[config.mk]
export PLATFORM = sky130hd
export DESIGN_NAME = jtopl_reg_chn_flat
export DESIGN_NICKNAME = d
export VERILOG_FILES = /design/src/rtl/jtopl_reg_chn_if.sv /design/src/rtl/jtopl_reg_chn.sv /design/src/flat_wrapper.sv
export SDC_FILE = /design/constraint.sdc
export NUM_CORES = 1
export LEC_CHECK = 0
export BUFFER_PORTS_ARGS = -buffer_cell sky130_fd_sc_hd__buf_2
export CAP_MARGIN = 15
export CORE_UTILIZATION = 45
export DETAILED_ROUTE_END_ITERATION = 16
export GPL_TIMING_DRIVEN = 1
export MAX_ROUTING_LAYER = met4
export PLACE_DENSITY = 0.59
export SYNTH_ARGS = -nofsm -noshare
export SYNTH_HDL_FRONTEND = slang
export SYNTH_SLANG_ARGS = --single-unit
export TNS_END_PERCENT = 100
[constraint.sdc]
create_clock -name clk -period 3.6 [get_ports clk]
set_input_delay 0.54 -clock clk [delete_from_list [all_inputs] [get_ports clk]]
set_output_delay 0.54 -clock clk [all_outputs]
set_load 0.02 [all_outputs]
[src/rtl/jtopl_reg_chn_if.sv]
// CPU-side request/response port of the channel configuration store.
// master: issues single-outstanding write/read requests.
// slave : the store; reports busy, a one-cycle ack on commit, and read data.
interface jtopl_reg_chn_if #(
  parameter int PW     = 4,
  parameter int CHCSRW = 10
);
  logic              cpu_wr;
  logic              cpu_rd;
  logic [PW-1:0]     cpu_ch;
  logic [CHCSRW-1:0] cpu_din;
  logic              cpu_busy;
  logic              cpu_ack;
  logic [CHCSRW-1:0] cpu_dout;

  modport master (
    output cpu_wr, cpu_rd, cpu_ch, cpu_din,
    input  cpu_busy, cpu_ack, cpu_dout
  );

  modport slave (
    input  cpu_wr, cpu_rd, cpu_ch, cpu_din,
    output cpu_busy, cpu_ack, cpu_dout
  );
endinterface

[src/rtl/jtopl_reg_chn.sv]
// Channel configuration store for the operator pipeline.
// GROUPS circulating shift registers of DEPTH entries rotate in lock-step with
// an internal channel position counter; channel c sits in group c mod GROUPS
// and is presented on chcfg when the counter reaches c. A single-outstanding
// CPU request commits when its channel reaches the head. Also holds the
// rotating rhythm key-on CSR and the rhythm output-enable flag.
//
// Ports:
//   clk, rst_n      clock, synchronous active-low reset
//   cen             clock enable for counter, groups, rhythm CSR and commit
//   rhy_en, rhy_kon rhythm enable and key-on bits {BD,SD,TOM,TC,HH}
//   cpu             request port (slave modport of jtopl_reg_chn_if)
//   chcfg           configuration of the channel at head (combinational)
//   ch_idx, zero    channel at head, high when it is channel 0
//   rhy_oen         rhythm operator output enable
//   rhyon_csr       MSB of the rhythm CSR
//
// Request FSM:
//   state   | meaning
//   ST_IDLE | no request outstanding, strobes are accepted
//   ST_WAIT | request latched, waiting for its channel to reach head
module jtopl_reg_chn #(
  parameter int CHCSRW  = 10,
  parameter int GROUPS  = 3,
  parameter int DEPTH   = 3,
  parameter int RHY_POS = 11,
  parameter int PW      = ((GROUPS*DEPTH) > 1) ? $clog2(GROUPS*DEPTH) : 1
) (
  input  logic              clk,
  input  logic              rst_n,
  input  logic              cen,
  input  logic              rhy_en,
  input  logic [4:0]        rhy_kon,
  jtopl_reg_chn_if.slave    cpu,
  output logic [CHCSRW-1:0] chcfg,
  output logic [PW-1:0]     ch_idx,
  output logic              zero,
  output logic              rhy_oen,
  output logic              rhyon_csr
);
  localparam int              NCH       = GROUPS*DEPTH;
  localparam int              GW        = (GROUPS > 1) ? $clog2(GROUPS) : 1;
  localparam logic [PW-1:0]   LAST_POS  = PW'(NCH-1);
  localparam logic [PW:0]     NCH_W     = (PW+1)'(NCH);
  localparam logic [GW-1:0]   LAST_GRP  = GW'(GROUPS-1);
  localparam logic [31:0]     RHY_POS_W = 32'(RHY_POS);

  typedef enum logic {ST_IDLE, ST_WAIT} state_t;

  state_t            state, state_nx;
  logic [PW-1:0]     pos;
  logic [GW-1:0]     grp;
  logic [CHCSRW-1:0] mem [GROUPS][DEPTH];
  logic              lat_wr;
  logic [PW-1:0]     lat_ch;
  logic [CHCSRW-1:0] lat_din;
  logic [5:0]        rhy_csr;
  logic              capture, commit, ch_ok, at_last, at_rhy;

  assign ch_ok   = ({1'b0, cpu.cpu_ch} < NCH_W);
  assign at_last = (pos == LAST_POS);
  assign at_rhy  = (32'(pos) == RHY_POS_W);

  assign chcfg        = mem[grp][0];
  assign ch_idx       = pos;
  assign rhyon_csr    = rhy_csr[5];
  assign cpu.cpu_busy = (state == ST_WAIT);

  always_comb begin
    state_nx = state;
    capture  = 1'b0;
    commit   = 1'b0;
    case (state)
      ST_IDLE: begin
        if ((cpu.cpu_wr || cpu.cpu_rd) && ch_ok) begin
          capture  = 1'b1;
          state_nx = ST_WAIT;
        end
      end
      ST_WAIT: begin
        // A request captured while its channel is at head only commits on
        // the next visit, because capture and commit are exclusive states.
        if (cen && pos == lat_ch) begin
          commit   = 1'b1;
          state_nx = ST_IDLE;
        end
      end
      default: state_nx = ST_IDLE;
    endcase
  end

  always_ff @(posedge clk) begin
    if (!rst_n) begin
      state        <= ST_IDLE;
      lat_wr       <= 1'b0;
      lat_ch       <= '0;
      lat_din      <= '0;
      cpu.cpu_ack  <= 1'b0;
      cpu.cpu_dout <= '0;
    end else begin
      state       <= state_nx;
      cpu.cpu_ack <= commit;
      if (capture) begin
        lat_wr  <= cpu.cpu_wr;
        lat_ch  <= cpu.cpu_ch;
        lat_din <= cpu.cpu_din;
      end
      if (commit && !lat_wr) cpu.cpu_dout <= chcfg;
    end
  end

  // Position counter and active group advance together; NCH is a multiple of
  // GROUPS so both wrap on the same cen.
  always_ff @(posedge clk) begin
    if (!rst_n) begin
      pos  <= '0;
      grp  <= '0;
      zero <= 1'b1;
    end else if (cen) begin
      pos  <= at_last ? '0 : pos + 1'b1;
      grp  <= (grp == LAST_GRP) ? '0 : grp + 1'b1;
      zero <= at_last;
    end
  end

  always_ff @(posedge clk) begin
    if (!rst_n) begin
      for (int g = 0; g < GROUPS; g++)
        for (int i = 0; i < DEPTH; i++)
          mem[g][i] <= '0;
    end else begin
      for (int g = 0; g < GROUPS; g++) begin
        if (cen && grp == GW'(g)) begin
          for (int i = 0; i < DEPTH-1; i++)
            mem[g][i] <= mem[g][i+1];
          mem[g][DEPTH-1] <= (commit && lat_wr) ? lat_din : mem[g][0];
        end
      end
    end
  end

  always_ff @(posedge clk) begin
    if (!rst_n) begin
      rhy_csr <= '0;
      rhy_oen <= 1'b0;
    end else if (cen) begin
      if (at_last) begin
        rhy_csr <= {rhy_kon[4], rhy_kon[0], rhy_kon[2], rhy_kon[4], rhy_kon[3], rhy_kon[1]};
        rhy_oen <= 1'b0;
      end else begin
        rhy_csr <= {rhy_csr[4:0], rhy_csr[5]};
        if (at_rhy) rhy_oen <= rhy_en;
      end
    end
  end
endmodule

[src/flat_wrapper.sv]
// flat-port wrapper written by rule: the top's interface ports become plain ports
module jtopl_reg_chn_flat 
#(
  parameter int CHCSRW  = 10,
  parameter int GROUPS  = 3,
  parameter int DEPTH   = 3,
  parameter int RHY_POS = 11,
  parameter int PW      = ((GROUPS*DEPTH) > 1) ? $clog2(GROUPS*DEPTH) : 1
)
  (clk, rst_n, cen, rhy_en, rhy_kon, chcfg, ch_idx, zero, rhy_oen, rhyon_csr, cpu_cpu_wr, cpu_cpu_rd, cpu_cpu_ch, cpu_cpu_din, cpu_cpu_busy, cpu_cpu_ack, cpu_cpu_dout);
  jtopl_reg_chn_if #(.PW(PW), .CHCSRW(CHCSRW)) cpu_i ();
  input  logic clk;
  input  logic rst_n;
  input  logic cen;
  input  logic rhy_en;
  input  logic [4:0] rhy_kon;
  output logic [CHCSRW-1:0] chcfg;
  output logic [PW-1:0] ch_idx;
  output logic zero;
  output logic rhy_oen;
  output logic rhyon_csr;
  input wire logic [$bits(cpu_i.cpu_wr)-1:0] cpu_cpu_wr;
  input wire logic [$bits(cpu_i.cpu_rd)-1:0] cpu_cpu_rd;
  input wire logic [$bits(cpu_i.cpu_ch)-1:0] cpu_cpu_ch;
  input wire logic [$bits(cpu_i.cpu_din)-1:0] cpu_cpu_din;
  output wire logic [$bits(cpu_i.cpu_busy)-1:0] cpu_cpu_busy;
  output wire logic [$bits(cpu_i.cpu_ack)-1:0] cpu_cpu_ack;
  output wire logic [$bits(cpu_i.cpu_dout)-1:0] cpu_cpu_dout;
  assign cpu_i.cpu_wr = cpu_cpu_wr;
  assign cpu_i.cpu_rd = cpu_cpu_rd;
  assign cpu_i.cpu_ch = cpu_cpu_ch;
  assign cpu_i.cpu_din = cpu_cpu_din;
  assign cpu_cpu_busy = cpu_i.cpu_busy;
  assign cpu_cpu_ack = cpu_i.cpu_ack;
  assign cpu_cpu_dout = cpu_i.cpu_dout;
  jtopl_reg_chn #(.CHCSRW(CHCSRW), .GROUPS(GROUPS), .DEPTH(DEPTH), .RHY_POS(RHY_POS), .PW(PW)) u_core (.clk(clk), .rst_n(rst_n), .cen(cen), .rhy_en(rhy_en), .rhy_kon(rhy_kon), .cpu(cpu_i), .chcfg(chcfg), .ch_idx(ch_idx), .zero(zero), .rhy_oen(rhy_oen), .rhyon_csr(rhyon_csr));
endmodule
==> results.py <==
metrics = {
    "floorplanning": {
        "dieArea_um2": 12900,
        "die_x_um": 113,
        "die_h_um": 113,
        "io_pins": 54,
        "num_rows": 40,
        "core_um2": 12100,
        "initial_core_util_pct": 46.4,
    },
    "yosys": {
        "synthSimpleGateAreaFrac_pct": 14.8,
        "synth-adder-area-share_pct": 0.447,
        "synth_flop_cell": "edfxtp_1",
        "synth_area_um2": 5590,
        "ys_types": 37,
        "yosysSeqAreaShare_pct": 63.7,
        "synth_compound_area_share_pct": 12.3,
        "async_reset_ff_share_pct": 0,
        "synthMuxAreaShare_pct": 5.19,
        "synth_top_family_by_area": "simple AND/OR/NAND/NOR gates",
        "ys.warnings.count": 0,
        "synth_enable_flop_cells": 90,
        "syn_area_per_cell_um2": 11.9,
        "netlist_instances": 469,
        "synthXorXnorAreaFrac_pct": 0.626,
        "synth.net_count": 496,
        "ys_seq_elements": 133,
    },
    "clock_tree": {
        "htreeDepth": 4,
        "cts-resized-gates": 0,
        "path_clk_slew_ns": 0.05,
        "cts_tree": "yes",
        "cts_root_buf": "clkbuf_16",
        "clock_latency_ns": 0.43,
        "cts_hold_buf": 0,
        "cts_made_buffers": 17,
        "cts_buffer_depth": 2,
        "cts.sinks": 133,
        "postCtsSetupRepairBufs": 0,
    },
    "grt": {
        "grt-ovfl-total": 0,
        "grt_max_degree": 47,
        "grt_pass1_wl_mm": 19.3,
        "grt_pass1_vias": 3586,
        "antenna_found_initial": 0,
        "grt_use_total_pct": 20.9,
    },
    "pwr": {
        "pwr_density_cell_nw_per_um2": 566,
        "intPower_mw": 2.82,
        "power_frac_seq_pct": 47.9,
        "swShare_pct": 23.7,
        "p_switching_uw": 877,
        "combPwrFrac_pct": 8.4,
        "max-vdd-ir-drop_mv": 0.371,
        "cellLeakagePower_nw": 2.60,
        "p_clk_share_pct": 43.7,
    },
    "timing": {
        "final.min_clock_period_ns": 2.55,
        "fmax_mhz": 393,
        "slew_headroom_pct": 47.6,
        "finalCritPeriodShare_pct": 70.7,
        "tightestPinTransition_ns": 0.786,
        "finalMaxSlewViolations": 0,
        "tns_ns": 0,
        "grt_setup_unrepaired": "false",
        "hold_viol_final": 0,
        "finalSetupViolCount": 0,
        "fin_skew_ns": 0.0135,
    },
    "detailed_routing": {
        "final_antenna_net_count": 0,
        "routedWlPerCell_um": 17.5,
        "first_iter_violations": 325,
        "wirelength_mm": 12.2,
        "remaining_drc_errors": 0,
        "vias": 3729,
        "vias_per_cell": 5.35,
        "firstDrtPassIters": 5,
    },
    "layout": {
        "multi_input_area_um2": 1870,
        "fin_nets": 543,
        "final_cell_count_no_fill": 697,
        "seq_area_um2": 3560,
        "fillers": 1065,
        "antenna-diode-count": 0,
        "syn_to_final_growth_pct": 16.7,
        "drive_gt1_share_pct": 17.6,
    },
    "critical_path": {
        "start_kind": "flip-flop",
        "cpMaxStageDelayCell": "dfxtp_1",
        "critPathBufInv": 1,
        "cp_max_fo": 10,
        "endpoint_kind": "output pin",
        "cp_data_required_time_ns": 3.06,
        "critPathMaxStageDelay_ns": 0.71,
        "crit_family": "flip-flops",
        "criticalPathCategory": "reg -> out",
        "path_cells": "mux2i_1 -> o21ai_0 -> buf_2",
        "worst-r2r-setup-slack_ns": 1.34,
        "worstPathArrival_ns": 2.01,
    },
    "job": {
        "drv_cap": 0,
    },
    "hold_path": {
        "hp-class": "in -> reg",
    },
    "place": {
        "gp_congestion": 0.777,
        "hpwl_mm": 7.77,
        "dp.cells": 665,
        "portBuffers": 53,
    },
    "status": {
        "run_status": "finished, final reports clean",
    },
}
==> synthesized netlist by cell type, drive strengths merged (2+ instances only) <==
| cell type | count | area (µm²) |
|---|---|---|
| o21ai | 58 | 290 |
| and3b | 2 | 17.5 |
| dfxtp | 43 | 861 |
| mux2i | 29 | 290 |
| o211a | 4 | 40.0 |
| inv | 2 | 7.51 |
| and4 | 2 | 17.5 |
| clkbuf | 21 | 78.8 |
| o21a | 3 | 22.5 |
| and3 | 42 | 263 |
| nor2b | 17 | 106 |
| nand3 | 23 | 115 |
| edfxtp | 90 | 2700 |
| and2 | 20 | 125 |
| a21boi | 17 | 128 |
| nor2 | 5 | 26.3 |
| buf | 13 | 81.3 |
| a21oi | 33 | 165 |
| xnor2 | 4 | 35.0 |
| nand2 | 27 | 101 |
| ha | 2 | 25.0 |
| nand2b | 2 | 12.5 |
==> metrics by stage <==
step	hold WS [ns]	worst slack [ns]	area [µm²]	power [mW]	utilization, %
after global routing	0.375	1.00	6530	3.83	54.1
after CTS	0.352	1.03	6530	3.73	54.1
after floorplan	0.453	0.227	5590	2.01	-
after detailed placement	0.462	1.33	5980	2.11	49.6
final	0.363	1.05	6530	3.70	54.1
after global placement	0.463	1.37	5980	2.11	49.6
==> cell type report <==
type / count / share of cell area [%]
sequential: 133 / 54.6
tap: 168 / 3.22
multi-input combinational: 300 / 28.6
clock inverter: 13 / 1.76
inverter: 2 / 0.115
clock buffer: 19 / 6.63
timing repair buffer: 62 / 5.10
==> cells in the final DEF (no fill, tap or decap), types with 2 or more instances in the layout <==
cell type   count
nand2_1        27
nor2b_1        17
clkinvlp_4      2
a21oi_1        33
buf_4           9
clkinv_1        4
dfxtp_1        43
xnor2_1         4
a21boi_0        4
and2_1         20
inv_1           2
and4_1          2
clkbuf_16      17
nand2b_1        2
o21ai_0        57
and3_1         42
bufinv_16       2
o21a_1          3
ha_1            2
edfxtp_1       90
clkbuf_1        2
mux2i_1        29
nor2_1          4
and3b_1         2
clkinv_2        5
a21boi_1       13
o211a_1         4
buf_2          53
nand3_1        23
==> per-layer routing <==
layer  routed length [µm]  global-route usage [%]
met2                 5440                    29.6
met4                  215                    7.54
met5                    0                       -
met1                 5980                    28.1
met3                  577                    6.91
==> registers in the layout, summed over array words and instances, names as in the netlist, named ones only <==
name	flops
u_core.rhy_oen	1
u_core.cpu.cpu_dout	10
u_core.lat_wr	1
u_core.lat_ch	4
u_core.zero	1
u_core.ch_idx	4
u_core.lat_din	10
u_core.mem	90
u_core.cpu.cpu_busy	1
u_core.rhy_csr	6
u_core.grp	2
u_core.cpu.cpu_ack	1
==> tightest hold or removal path, stage by stage <==
cell and delay [ns]:
buf_2 0.07, mux2i_1 0.05, nor2_1 0.08
==> worst paths after layout <==
path                          start                endpoint  cells after the start
max                       flip-flop                chcfg[2]                      3
min                          rhy_en          u_core.rhy_oen                      3
max reg2reg        u_core.ch_idx[2]        u_core.mem[0][8]                      4
min reg2reg  u_core.cpu.cpu_dout[5]  u_core.cpu.cpu_dout[5]                      2
==> cells by family (layout without fill, tap and decap cells) <==
group	Yosys count	after routing
AOI/OAI and AO/OA	119	119
xor gates and xnor gates	4	4
adders and majority gates	2	2
buffers and inverters	36	96
DFF	133	133
muxes	29	29
and+or+nand+nor	146	146
==> power by group through the flow <==
stage	Combinational [mW]	Sequential [mW]	Clock, mW
floorplan	0.217	1.79	0
global placement	0.305	1.80	0
detailed placement	0.310	1.80	0
CTS	0.311	1.77	1.65
global route	0.339	1.78	1.71
finish	0.309	1.77	1.62
Power figures use the tool's default switching activity.
